===== src/rtl/uc_atende_fila_if.sv =====
// Queue-head link between the request queue and the service FSM.
// The FSM side (master) issues pop; the queue side (slave) presents the head entry.
interface uc_atende_fila_if #(
  parameter int ANDAR_W = 3
);
  logic               fila_vazia;
  logic [ANDAR_W-1:0] fila_andar;
  logic               pop;

  modport master (input fila_vazia, input fila_andar, output pop);
  modport slave  (output fila_vazia, output fila_andar, input pop);
endinterface


===== src/rtl/uc_atende_fila.sv =====
// Serves the head of the request queue: moves the cab one floor per step,
// opens the door on arrival and pops the entry; the head is re-read after every step.
//
// state      | meaning
// IDLE       | queue empty, cab parked
// LE_DESTINO | latch head floor into destino
// COMPARA    | choose up / down / door / discard
// SOBE       | one-floor move up, T_ANDAR cycles
// DESCE      | one-floor move down, T_ANDAR cycles
// PORTA      | door open, T_PORTA cycles
// REMOVE     | pop the served entry
// ESPERA     | settle cycle while the queue updates its head
// DESCARTA   | pop an out-of-range entry and flag it
module uc_atende_fila #(
  parameter int N_ANDARES = 8,
  parameter int ANDAR_W   = 3,
  parameter int T_ANDAR   = 50,
  parameter int T_PORTA   = 100,
  parameter int CNT_W     = 8
) (
  input  logic                 clock,
  input  logic                 reset,
  uc_atende_fila_if.master     fila,
  input  logic                 pausa,
  output logic [ANDAR_W-1:0]   andar_atual,
  output logic                 subindo,
  output logic                 descendo,
  output logic                 porta_aberta,
  output logic                 ocupado,
  output logic                 erro_destino,
  output logic [3:0]           Eatual_db
);

  typedef enum logic [3:0] {
    IDLE       = 4'd0,
    LE_DESTINO = 4'd1,
    COMPARA    = 4'd2,
    SOBE       = 4'd3,
    DESCE      = 4'd4,
    PORTA      = 4'd5,
    REMOVE     = 4'd6,
    ESPERA     = 4'd7,
    DESCARTA   = 4'd8
  } estado_t;

  localparam logic [CNT_W-1:0] TC_ANDAR = CNT_W'(T_ANDAR - 1);
  localparam logic [CNT_W-1:0] TC_PORTA = CNT_W'(T_PORTA - 1);

  estado_t              estado, estado_nxt;
  logic [ANDAR_W-1:0]   destino, destino_nxt, andar_nxt;
  logic [CNT_W-1:0]     cnt, cnt_nxt;

  always_comb begin
    estado_nxt  = estado;
    destino_nxt = destino;
    andar_nxt   = andar_atual;
    cnt_nxt     = cnt;
    case (estado)
      IDLE: begin
        if (!fila.fila_vazia) estado_nxt = LE_DESTINO;
      end
      LE_DESTINO: begin
        destino_nxt = fila.fila_andar;
        cnt_nxt     = '0;
        estado_nxt  = fila.fila_vazia ? IDLE : COMPARA;
      end
      COMPARA: begin
        if (int'(destino) >= N_ANDARES)  estado_nxt = DESCARTA;
        else if (destino == andar_atual) estado_nxt = PORTA;
        else if (destino > andar_atual)  estado_nxt = SOBE;
        else                             estado_nxt = DESCE;
      end
      // Pause freezes the timed states only, so pops are never lost or repeated.
      SOBE: begin
        if (!pausa) begin
          if (cnt == TC_ANDAR) begin
            andar_nxt  = andar_atual + ANDAR_W'(1);
            cnt_nxt    = '0;
            estado_nxt = LE_DESTINO;
          end else begin
            cnt_nxt = cnt + CNT_W'(1);
          end
        end
      end
      DESCE: begin
        if (!pausa) begin
          if (cnt == TC_ANDAR) begin
            andar_nxt  = andar_atual - ANDAR_W'(1);
            cnt_nxt    = '0;
            estado_nxt = LE_DESTINO;
          end else begin
            cnt_nxt = cnt + CNT_W'(1);
          end
        end
      end
      PORTA: begin
        if (!pausa) begin
          if (cnt == TC_PORTA) begin
            cnt_nxt    = '0;
            estado_nxt = REMOVE;
          end else begin
            cnt_nxt = cnt + CNT_W'(1);
          end
        end
      end
      REMOVE:   estado_nxt = ESPERA;
      ESPERA:   estado_nxt = IDLE;
      DESCARTA: estado_nxt = ESPERA;
      default:  estado_nxt = IDLE;
    endcase
  end

  // Outputs are registered from the next state, so they always match the current state.
  always_ff @(posedge clock or negedge reset) begin
    if (!reset) begin
      estado       <= IDLE;
      destino      <= '0;
      andar_atual  <= '0;
      cnt          <= '0;
      subindo      <= 1'b0;
      descendo     <= 1'b0;
      porta_aberta <= 1'b0;
      ocupado      <= 1'b0;
      erro_destino <= 1'b0;
      fila.pop     <= 1'b0;
    end else begin
      estado       <= estado_nxt;
      destino      <= destino_nxt;
      andar_atual  <= andar_nxt;
      cnt          <= cnt_nxt;
      subindo      <= (estado_nxt == SOBE);
      descendo     <= (estado_nxt == DESCE);
      porta_aberta <= (estado_nxt == PORTA);
      ocupado      <= (estado_nxt != IDLE);
      erro_destino <= (estado_nxt == DESCARTA);
      fila.pop     <= (estado_nxt == REMOVE) || (estado_nxt == DESCARTA);
    end
  end

  assign Eatual_db = estado;

endmodule


===== src/flat_wrapper.sv =====
// flat-port wrapper written by rule: the top's interface ports become plain ports
module uc_atende_fila_flat 
#(
  parameter int N_ANDARES = 8,
  parameter int ANDAR_W   = 3,
  parameter int T_ANDAR   = 50,
  parameter int T_PORTA   = 100,
  parameter int CNT_W     = 8
)
  (clock, reset, pausa, andar_atual, subindo, descendo, porta_aberta, ocupado, erro_destino, Eatual_db, fila_fila_vazia, fila_fila_andar, fila_pop);
  uc_atende_fila_if #(.ANDAR_W(ANDAR_W)) fila_i ();
  input  logic clock;
  input  logic reset;
  input  logic pausa;
  output logic [ANDAR_W-1:0] andar_atual;
  output logic subindo;
  output logic descendo;
  output logic porta_aberta;
  output logic ocupado;
  output logic erro_destino;
  output logic [3:0] Eatual_db;
  input wire logic [$bits(fila_i.fila_vazia)-1:0] fila_fila_vazia;
  input wire logic [$bits(fila_i.fila_andar)-1:0] fila_fila_andar;
  output wire logic [$bits(fila_i.pop)-1:0] fila_pop;
  assign fila_i.fila_vazia = fila_fila_vazia;
  assign fila_i.fila_andar = fila_fila_andar;
  assign fila_pop = fila_i.pop;
  uc_atende_fila #(.N_ANDARES(N_ANDARES), .ANDAR_W(ANDAR_W), .T_ANDAR(T_ANDAR), .T_PORTA(T_PORTA), .CNT_W(CNT_W)) u_core (.clock(clock), .reset(reset), .fila(fila_i), .pausa(pausa), .andar_atual(andar_atual), .subindo(subindo), .descendo(descendo), .porta_aberta(porta_aberta), .ocupado(ocupado), .erro_destino(erro_destino), .Eatual_db(Eatual_db));
endmodule

===== config.mk =====
export PLATFORM = sky130hd
export DESIGN_NAME = uc_atende_fila_flat
export DESIGN_NICKNAME = d
export VERILOG_FILES = /design/src/rtl/uc_atende_fila_if.sv /design/src/rtl/uc_atende_fila.sv /design/src/flat_wrapper.sv
export SDC_FILE = /design/constraint.sdc
export NUM_CORES = 1
export LEC_CHECK = 0
export ABC_AREA = 1
export BUFFER_PORTS_ARGS = -buffer_cell sky130_fd_sc_hd__buf_2
export CAP_MARGIN = 20
export CORE_MARGIN = 8
export CORE_UTILIZATION = 60
export DETAILED_ROUTE_END_ITERATION = 16
export PLACE_DENSITY = 0.82
export SETUP_SLACK_MARGIN = 0.2
export SYNTH_ARGS = -nofsm -noshare
export SYNTH_HDL_FRONTEND = slang
export SYNTH_SLANG_ARGS = --single-unit

===== constraint.sdc =====
create_clock -name clock -period 4.4 [get_ports clock]
set_clock_uncertainty 0.15 [all_clocks]
set_input_delay 0.88 -clock clock [delete_from_list [all_inputs] [get_ports clock]]
set_output_delay 0.88 -clock clock [all_outputs]
set_load 0.01 [all_outputs]

==> results of run 1 <==
-- kinds of logic (layout without fill, tap and decap cells) --
group / after synthesis / in the layout / share of synthesized area (%)
buffers and inverters: 32 / 52 / 8.836
flip-flops: 24 / 24 / 39.64
adder cells (fa/ha/maj): 6 / 6 / 5.450
other: 1 / 2 / 0.2475
AND/OR/NAND/NOR: 117 / 117 / 36.42
AO/OA/AOI/OAI: 13 / 13 / 5.368
XOR/XNOR: 7 / 7 / 4.046
-- layer usage --
layer / part of all wire, % / up-vias / global-route usage [%]
li1: - / 670 / -
met1: 46 / 598 / 18.17
met2: 48 / 28 / 26.54
met3: 3.1 / 8 / 2.712
met4: 2.4 / 0 / 9.067
met5: 0 / - / 0
-- registers in the layout (all words and copies together) (netlist names) --
name,flops
u_core.Eatual_db,4
u_core.andar_atual,3
u_core.cnt,8
u_core.descendo,1
u_core.destino,3
u_core.erro_destino,1
u_core.fila.pop,1
u_core.ocupado,1
u_core.porta_aberta,1
u_core.subindo,1
-- power by group --
part	switching, mW	internal (mW)	leakage (nW)	total (mW)
logic	0.206	0.110	0.596	0.315
clock network	0.0602	0.0320	0.0138	0.0922
registers	0.0349	0.265	0.311	0.300
total	0.301	0.407	0.921	0.708
-- placed cells by master (no fill, tap or decap) --
cell	instances
a21oi_1	2
buf_2	19
clkbuf_4	3
conb_1	2
dfrtp_1	24
fa_1	1
ha_1	5
inv_1	29
inv_4	1
nand2_1	53
nand2_2	3
nand2_4	2
nand3_1	23
nand3_2	1
nand3_4	1
nand3b_1	2
nand4_1	4
nor2_1	20
nor2_2	5
nor2_4	1
nor3_1	1
o211ai_1	1
o21ai_0	3
o21ai_1	3
o21ai_2	3
o21bai_1	1
or2_1	1
xnor2_1	1
xor2_1	6
-- cells in the mapped netlist (2+ instances only) --
cell      instances
nand2_1          53
xor2_1            6
nand2_2           3
dfrtp_1          24
nand3_1          23
inv_1            29
nand4_1           4
nand3b_1          2
a21oi_1           2
nand2_4           2
nor2_2            5
ha_1              5
o21ai_0           3
o21ai_1           3
o21ai_2           3
nor2_1           20
-- final cells by class --
class | instances | area, um^2
Sequential cell | 24 | 600.6
Clock buffer | 3 | 22.52
Tap cell | 30 | 37.54
Inverter | 30 | 115.1
Multi-Input combinational cell | 145 | 784.5
Fill cell | 216 | 777.0
Timing Repair Buffer | 19 | 95.09
-- worst paths after layout --
kind | start | end | slack [ps] | depth (start not counted)
worst max register to register | u_core.Eatual_db[1]$_DFF_PN0_ | u_core.andar_atual[2]$_DFFE_PN0P_ | 2550 | 6
worst min-delay path | u_core.andar_atual[2]$_DFFE_PN0P_ | u_core.andar_atual[2]$_DFFE_PN0P_ | 340 | 1
worst min register to register | u_core.andar_atual[2]$_DFFE_PN0P_ | u_core.andar_atual[2]$_DFFE_PN0P_ | 340 | 1
min in group asynchronous | reset | u_core.cnt[0]$_DFFE_PN0P_ | 390 | 1
max in group asynchronous | reset | u_core.cnt[7]$_DFFE_PN0P_ | 3340 | 1
worst max-delay path | u_core.Eatual_db[1]$_DFF_PN0_ | Eatual_db[1] | 2390 | 1
==> results by group, run 1 <==
CTS
  • Root buffer cell: clkbuf_4
  • TritonCTS clock tree: built
  • Clk_lat worst skew: 310 ps
  • TritonCTS Buffers: 3
  • Clk slew on worst S/H paths: 120 ps
  • Hold buffers post-CTS: 0
  • CTS max path bufs: 2
  • Post-CTS Setup Bufs: 0
  • CTS sink cnt: 24
  • Number of gates resized after cts: 0
  • H-Tree Depth: 1

Logic synthesis
  • Share of Yosys cell area claimed by the top area cell type: 39.64%
  • Synthesized instance count: 200
  • Synth area leader: dfrtp_1
  • Async set-reset flop share out of synthesis: 100.0%
  • Mapped Area: 1515 um^2
  • Syn avg cell area: 7.576 um^2
  • Post-synth EDFFs: 0
  • Ys flop type: dfrtp_1
  • FF+latch count, synth: 24
  • Yosys warns: 0
  • Register area share after synthesis: 39.64%
  • Synth unique cells: 29
  • Synth top area cells: dfrtp_1 40%, nand2_1 13%, nand3_1 7.6%, inv_1 7.2%, nor2_1 5.0%

Setup path
  • Slowest CP cell: dfrtp_1
  • CP Class: flop to primary output
  • Max incr delay on CP: 490 ps
  • CP Capture Type: primary output
  • Max Fanout on Critical Path: 6
  • Crit path cell chain: buf_2
  • Critical path's top delay family: flip-flops
  • Worst EP arrival: 980 ps
  • Critical path launch point type: flop
  • CP required: 3370 ps
  • WP buf/inv: 1

Placed design
  • Worst slack at placement: 2353 ps
  • Post-DP Area: 1633 um^2
  • Dpl hpwl: 2422 um
  • Placed Cells: 248
  • Routability cong.: 0.9261
  • Port Buf Inserts: 19

Floorplanning
  • Die height: 66.25 um
  • Die ar.: 4389 um^2
  • Initial Util: 62.29%
  • Num ports: 20
  • Row count: 18
  • CORE AREA: 2432 um^2
  • Die X: 66.25 um

Drt
  • TritonRoute pass-1 iters: 5
  • Initial drt markers: 60
  • Wire per inst: 12.18 um
  • Final ANT Viol Nets: 0
  • Final WL: 3056 um
  • Via count: 1304
  • # DRC: 0
  • Via/cell ratio: 5.195

Timing
  • Hold slack: 343.4 ps
  • RSZ-0062 raised after global routing: false
  • Peak Freq: 498.2 MHz
  • Final Hold Viols: 0
  • Max-Slew Margin vs Limit: 63.22%
  • Worst slew pin tran: 551.8 ps
  • TNS Setup: 0 ps
  • Min Tclk post-route: 2007 ps
  • Setup-failing EPs final: 0
  • Final Cycle Share: 45.62%
  • Slew Limit Fails: 0
  • Worst Slack Setup Final: 2393 ps

Power
  • Worst IR Drop VDD: 394.7 uV
  • Leakage: 0.9213 nW
  • Power, Total: 708.1 uW
  • Pwr/cell area: 427.7 nW/um^2

Run status
  • Status: finished clean

Run
  • Max Cap Viol: 0

Global routing
  • Tot GR Track Use: 15.70%
  • Vias in the first global route: 1329
  • Congestion Overflow GR: 0
  • Antenna violations before repair: 0
  • Largest net degree at the start of global routing: 25
  • First-pass GRT wire length: 5478 um

Final layout
  • Share of cells above drive strength 1: 17.65%
  • Final net count: 236
  • Final core utilization: 68.06%
  • Ant diodes: 0
  • Syn-to-layout area delta: 9.249%
  • Final std cells w/o fill: 251
  • Final Cell Area: 1655 um^2

Min path
  • Worst hold-check path type: flop to flop
(Power assumes the default switching activity.)
==> inputs of run 2 (changes only) <==
ABC_AREA = 0   (was 1)
CORE_ASPECT_RATIO = 0.5   (was not set)
CORE_UTILIZATION = 50   (was 60)
PLACE_DENSITY = 0.74   (was 0.82)
clock period = 1.7 ns   (was 4.4 ns; I/O delays follow)
==> results by group, run 2 <==
Run status
  • Status: finished, violations left (was finished clean)
  • Failing checks: negative setup slack

Setup path
  • CP Capture Type: flop (was primary output)
  • Critical path launch point type: flop (unchanged)
  • FF-to-FF End: u_core.ocupado$_DFF_PN0_ (was u_core.andar_atual[2]$_DFFE_PN0P_)
  • Max incr delay on CP: 530 ps (was 490 ps)
  • Crit path cell chain: or4_4 -> o311a_1 -> o21ai_2 -> nand4b_4 -> or3_1 (was buf_2)
  • Slowest CP cell: or4_4 (was dfrtp_1)
  • Max Fanout on Critical Path: 3 (was 6)
  • Worst EP arrival: 2110 ps (was 980 ps)
  • R2r worst-path depth: 5 (was 6)
  • CP required: 1700 ps (was 3370 ps)
  • Reg2reg start: u_core.cnt[2]$_DFFE_PN0P_ (was u_core.Eatual_db[1]$_DFF_PN0_)
  • Worst R2R Setup Slack: -400 ps (was 2550 ps)
  • CP Class: flop to flop (was flop to primary output)

Timing
  • Worst Slack Setup Final: -404.8 ps (was 2393 ps)
  • Final Hold Viols: 0 (unchanged)
  • Worst slew pin tran: 600.7 ps (was 551.8 ps)
  • Final Cycle Share: 123.8%
  • Peak Freq: 475.1 MHz
  • Setup-failing EPs final: 18 (was 0)
  • Max-Slew Margin vs Limit: 59.59% (was 63.22%)
  • Hold slack: 135.6 ps (was 343.4 ps)
  • Slew Limit Fails: 0 (unchanged)
  • Min Tclk post-route: 2105 ps
  • RSZ-0062 raised after global routing: true (was false)

Logic synthesis
  • Synth area leader: dfrtp_1 (unchanged)
  • Largest family of logic cells by synthesized area: simple AND/OR/NAND/NOR gates (unchanged)
  • Synth top cells by count: 24 x dfrtp_1, 9 x inv_1, 8 x nand2_1 (was 53 x nand2_1, 29 x inv_1, 24 x dfrtp_1)
  • Yosys warns: 0 (unchanged)
  • Post-Synth Adder-Cell Area: 5.989% (was 5.450%)
  • Post-synth EDFFs: 0 (unchanged)
  • Synthesized instance count: 135 (was 200)
  • Share of Yosys cell area claimed by the top area cell type: 43.56% (was 39.64%)
  • Syn avg cell area: 10.21 um^2 (was 7.576 um^2)
  • Post-synthesis xor/xnor area fraction: 2.541% (was 4.046%)
  • Synth unique cells: 50 (was 29)
  • Register area share after synthesis: 43.56% (was 39.64%)
  • Multiplexer share of the synthesized area: 2.450% (was 0%)
  • FF+latch count, synth: 24 (unchanged)
  • Async set-reset flop share out of synthesis: 100.0% (unchanged)
  • Mapped Area: 1379 um^2 (was 1515 um^2)
  • Synth top area cells: dfrtp_1 44%, ha_1 4.5%, nand2b_1 2.7%, o21ai_0 2.5%, inv_1 2.5% (was dfrtp_1 40%, nand2_1 13%, nand3_1 7.6%, inv_1 7.2%, nor2_1 5.0%)
  • Ys flop type: dfrtp_1 (unchanged)
  • Compound-Gate Fraction of Synth Area: 15.88% (was 5.367%)
  • Most common cell in the netlist: dfrtp_1 (was nand2_1)
  • Post-Synth Simple-Gate Area: 24.86% (was 36.42%)

Floorplanning
  • Die height: 53.13 um (was 66.25 um)
  • Num ports: 20 (unchanged)
  • CORE AREA: 2603 um^2 (was 2432 um^2)
  • Die X: 90.27 um (was 66.25 um)
  • Initial Util: 52.98% (was 62.29%)
  • Row count: 13 (was 18)
  • Die ar.: 4796 um^2 (was 4389 um^2)

Min path
  • Worst hold-check path type: primary input to flop (was flop to flop)
  • Hold path depth: 3 (was 1)
  • Hold Crit Start: fila_fila_andar[0] (was u_core.andar_atual[2]$_DFFE_PN0P_)
  • Hold path endpoint: u_core.destino[0]$_DFFE_PN0N_ (was u_core.andar_atual[2]$_DFFE_PN0P_)

Drt
  • Final WL: 4423 um (was 3056 um)
  • Initial drt markers: 105 (was 60)
  • Wire per inst: 18.35 um (was 12.18 um)
  • Via count: 1392 (was 1304)
  • TritonRoute pass-1 iters: 4 (was 5)
  • # DRC: 0 (unchanged)
  • Via/cell ratio: 5.776 (was 5.195)
  • Final ANT Viol Nets: 0 (unchanged)

Final layout
  • Ant diodes: 0 (unchanged)
  • Syn-to-layout area delta: 57.99% (was 9.249%)
  • Share of cells above drive strength 1: 56.86% (was 17.65%)
  • Max reg flops: 8 (unchanged)
  • Final net count: 218 (was 236)
  • Final Cell Area: 2178 um^2 (was 1655 um^2)
  • Commonest cells after routing, fill and taps aside: 40 x buf_4, 22 x dfrtp_1, 17 x buf_2, 11 x buf_6 (was 53 x nand2_1, 29 x inv_1, 24 x dfrtp_1, 23 x nand3_1, 20 x nor2_1)
  • Most common cell after layout, fill and taps aside: buf_4 (was nand2_1)
  • Top reg by flops: u_core.cnt (unchanged)

Run
  • Max Cap Viol: 0 (unchanged)

CTS
  • CTS sink cnt: 24 (unchanged)
  • TritonCTS clock tree: built (unchanged)
  • Root buffer cell: clkbuf_8 (was clkbuf_4)
  • CTS max path bufs: 2 (unchanged)
  • H-Tree Depth: 1 (unchanged)
  • TritonCTS Buffers: 3 (unchanged)
  • Clk slew on worst S/H paths: 90 ps (was 120 ps)
  • Clk_lat worst skew: 270 ps (was 310 ps)

Global routing
  • Vias in the first global route: 1367 (was 1329)
  • Antenna violations before repair: 0 (unchanged)
  • Tot GR Track Use: 17.16% (was 15.70%)
  • First-pass GRT wire length: 6575 um (was 5478 um)
  • Congestion Overflow GR: 0 (unchanged)
  • Largest net degree at the start of global routing: 25 (unchanged)

Placed design
  • Post-DP Area: 1819 um^2 (was 1633 um^2)
  • Dpl hpwl: 2549 um (was 2422 um)
  • Port Buf Inserts: 19 (unchanged)
  • Worst slack at placement: -466.7 ps (was 2353 ps)
  • Routability cong.: 0.8781 (was 0.9261)

Power
  • Worst IR Drop VDD: 831.6 uV (was 394.7 uV)
  • Pwr/cell area: 1397 nW/um^2 (was 427.7 nW/um^2)
  • Leakage: 1.004 nW (was 0.9213 nW)
## run 2: worst max-delay path by stage
| stage | from | endpoint | slack (ps) |
|---|---|---|---|
| after global routing | u_core.Eatual_db[3]$_DFF_PN0_ | u_core.porta_aberta$_DFF_PN0_ | -550 |
| final | u_core.cnt[2]$_DFFE_PN0P_ | u_core.ocupado$_DFF_PN0_ | -400 |
| after floorplan | u_core.cnt[2]$_DFFE_PN0P_ | u_core.ocupado$_DFF_PN0_ | -360 |
| after global placement | pausa | u_core.ocupado$_DFF_PN0_ | -450 |
| after detailed placement | pausa | u_core.ocupado$_DFF_PN0_ | -470 |
| after CTS | u_core.cnt[2]$_DFFE_PN0P_ | u_core.ocupado$_DFF_PN0_ | -390 |
## run 2: worst max-delay path, delay by kind of cell (launching register included)
kind	cells	cell delay (ps)
simple gates	3	1000
compound gates	2	440
flops	1	390
## run 2: where the power goes
group / internal, mW / switching, mW / total (mW)
clock: 0.207 / 0.187 / 0.394
sequential: 0.711 / 0.125 / 0.836
combinational: 0.970 / 0.844 / 1.81
## run 2: kinds of logic (layout without fill, tap and decap cells)
family          count (synthesis)  in the layout
other cells                     1              2
buf+inv                        14             82
fa+ha+maj                       6              6
flops                          24             24
mux                             3              3
xor+xnor                        4              4
simple gates                   53             53
compound gates                 30             30
## run 2: layout make-up
type,count,area (um^2)
inverter,9,33.78
sequential,24,603.1
multi-input combinational,98,920.9
timing repair buffer,69,519.2
fill,126,424.2
tap,37,46.29
clock buffer,4,55.05
## run 2: layer usage
| metal | wire length [um] | part of all wire, % | track usage (%) |
|---|---|---|---|
| met1 | 1889 | 43 | 19.32 |
| met2 | 2151 | 49 | 31.60 |
| met3 | 278 | 6.3 | 4.789 |
| met4 | 104 | 2.4 | 5.995 |
| met5 | 0 | 0 | 0 |
## run 2: what timing repair did
item,4_1_cts,5_1_grt
resized for setup,30,17
endpoints found under the hold margin,24,0
hold buffers,1,0
setup endpoints to repair,23,26
buffers inserted,6,5
pin swaps,8,8
## run 2: through the flow
stage	instances	util, %	power (mW)	TNS, ps
floorplan	136	-	1.545	-2485
global placement	225	69.90	2.014	-3971
detailed placement	225	69.90	2.072	-4500
CTS	236	80.10	2.790	-3974
global route	241	83.70	3.199	-5670
finish	241	83.70	3.044	-4504
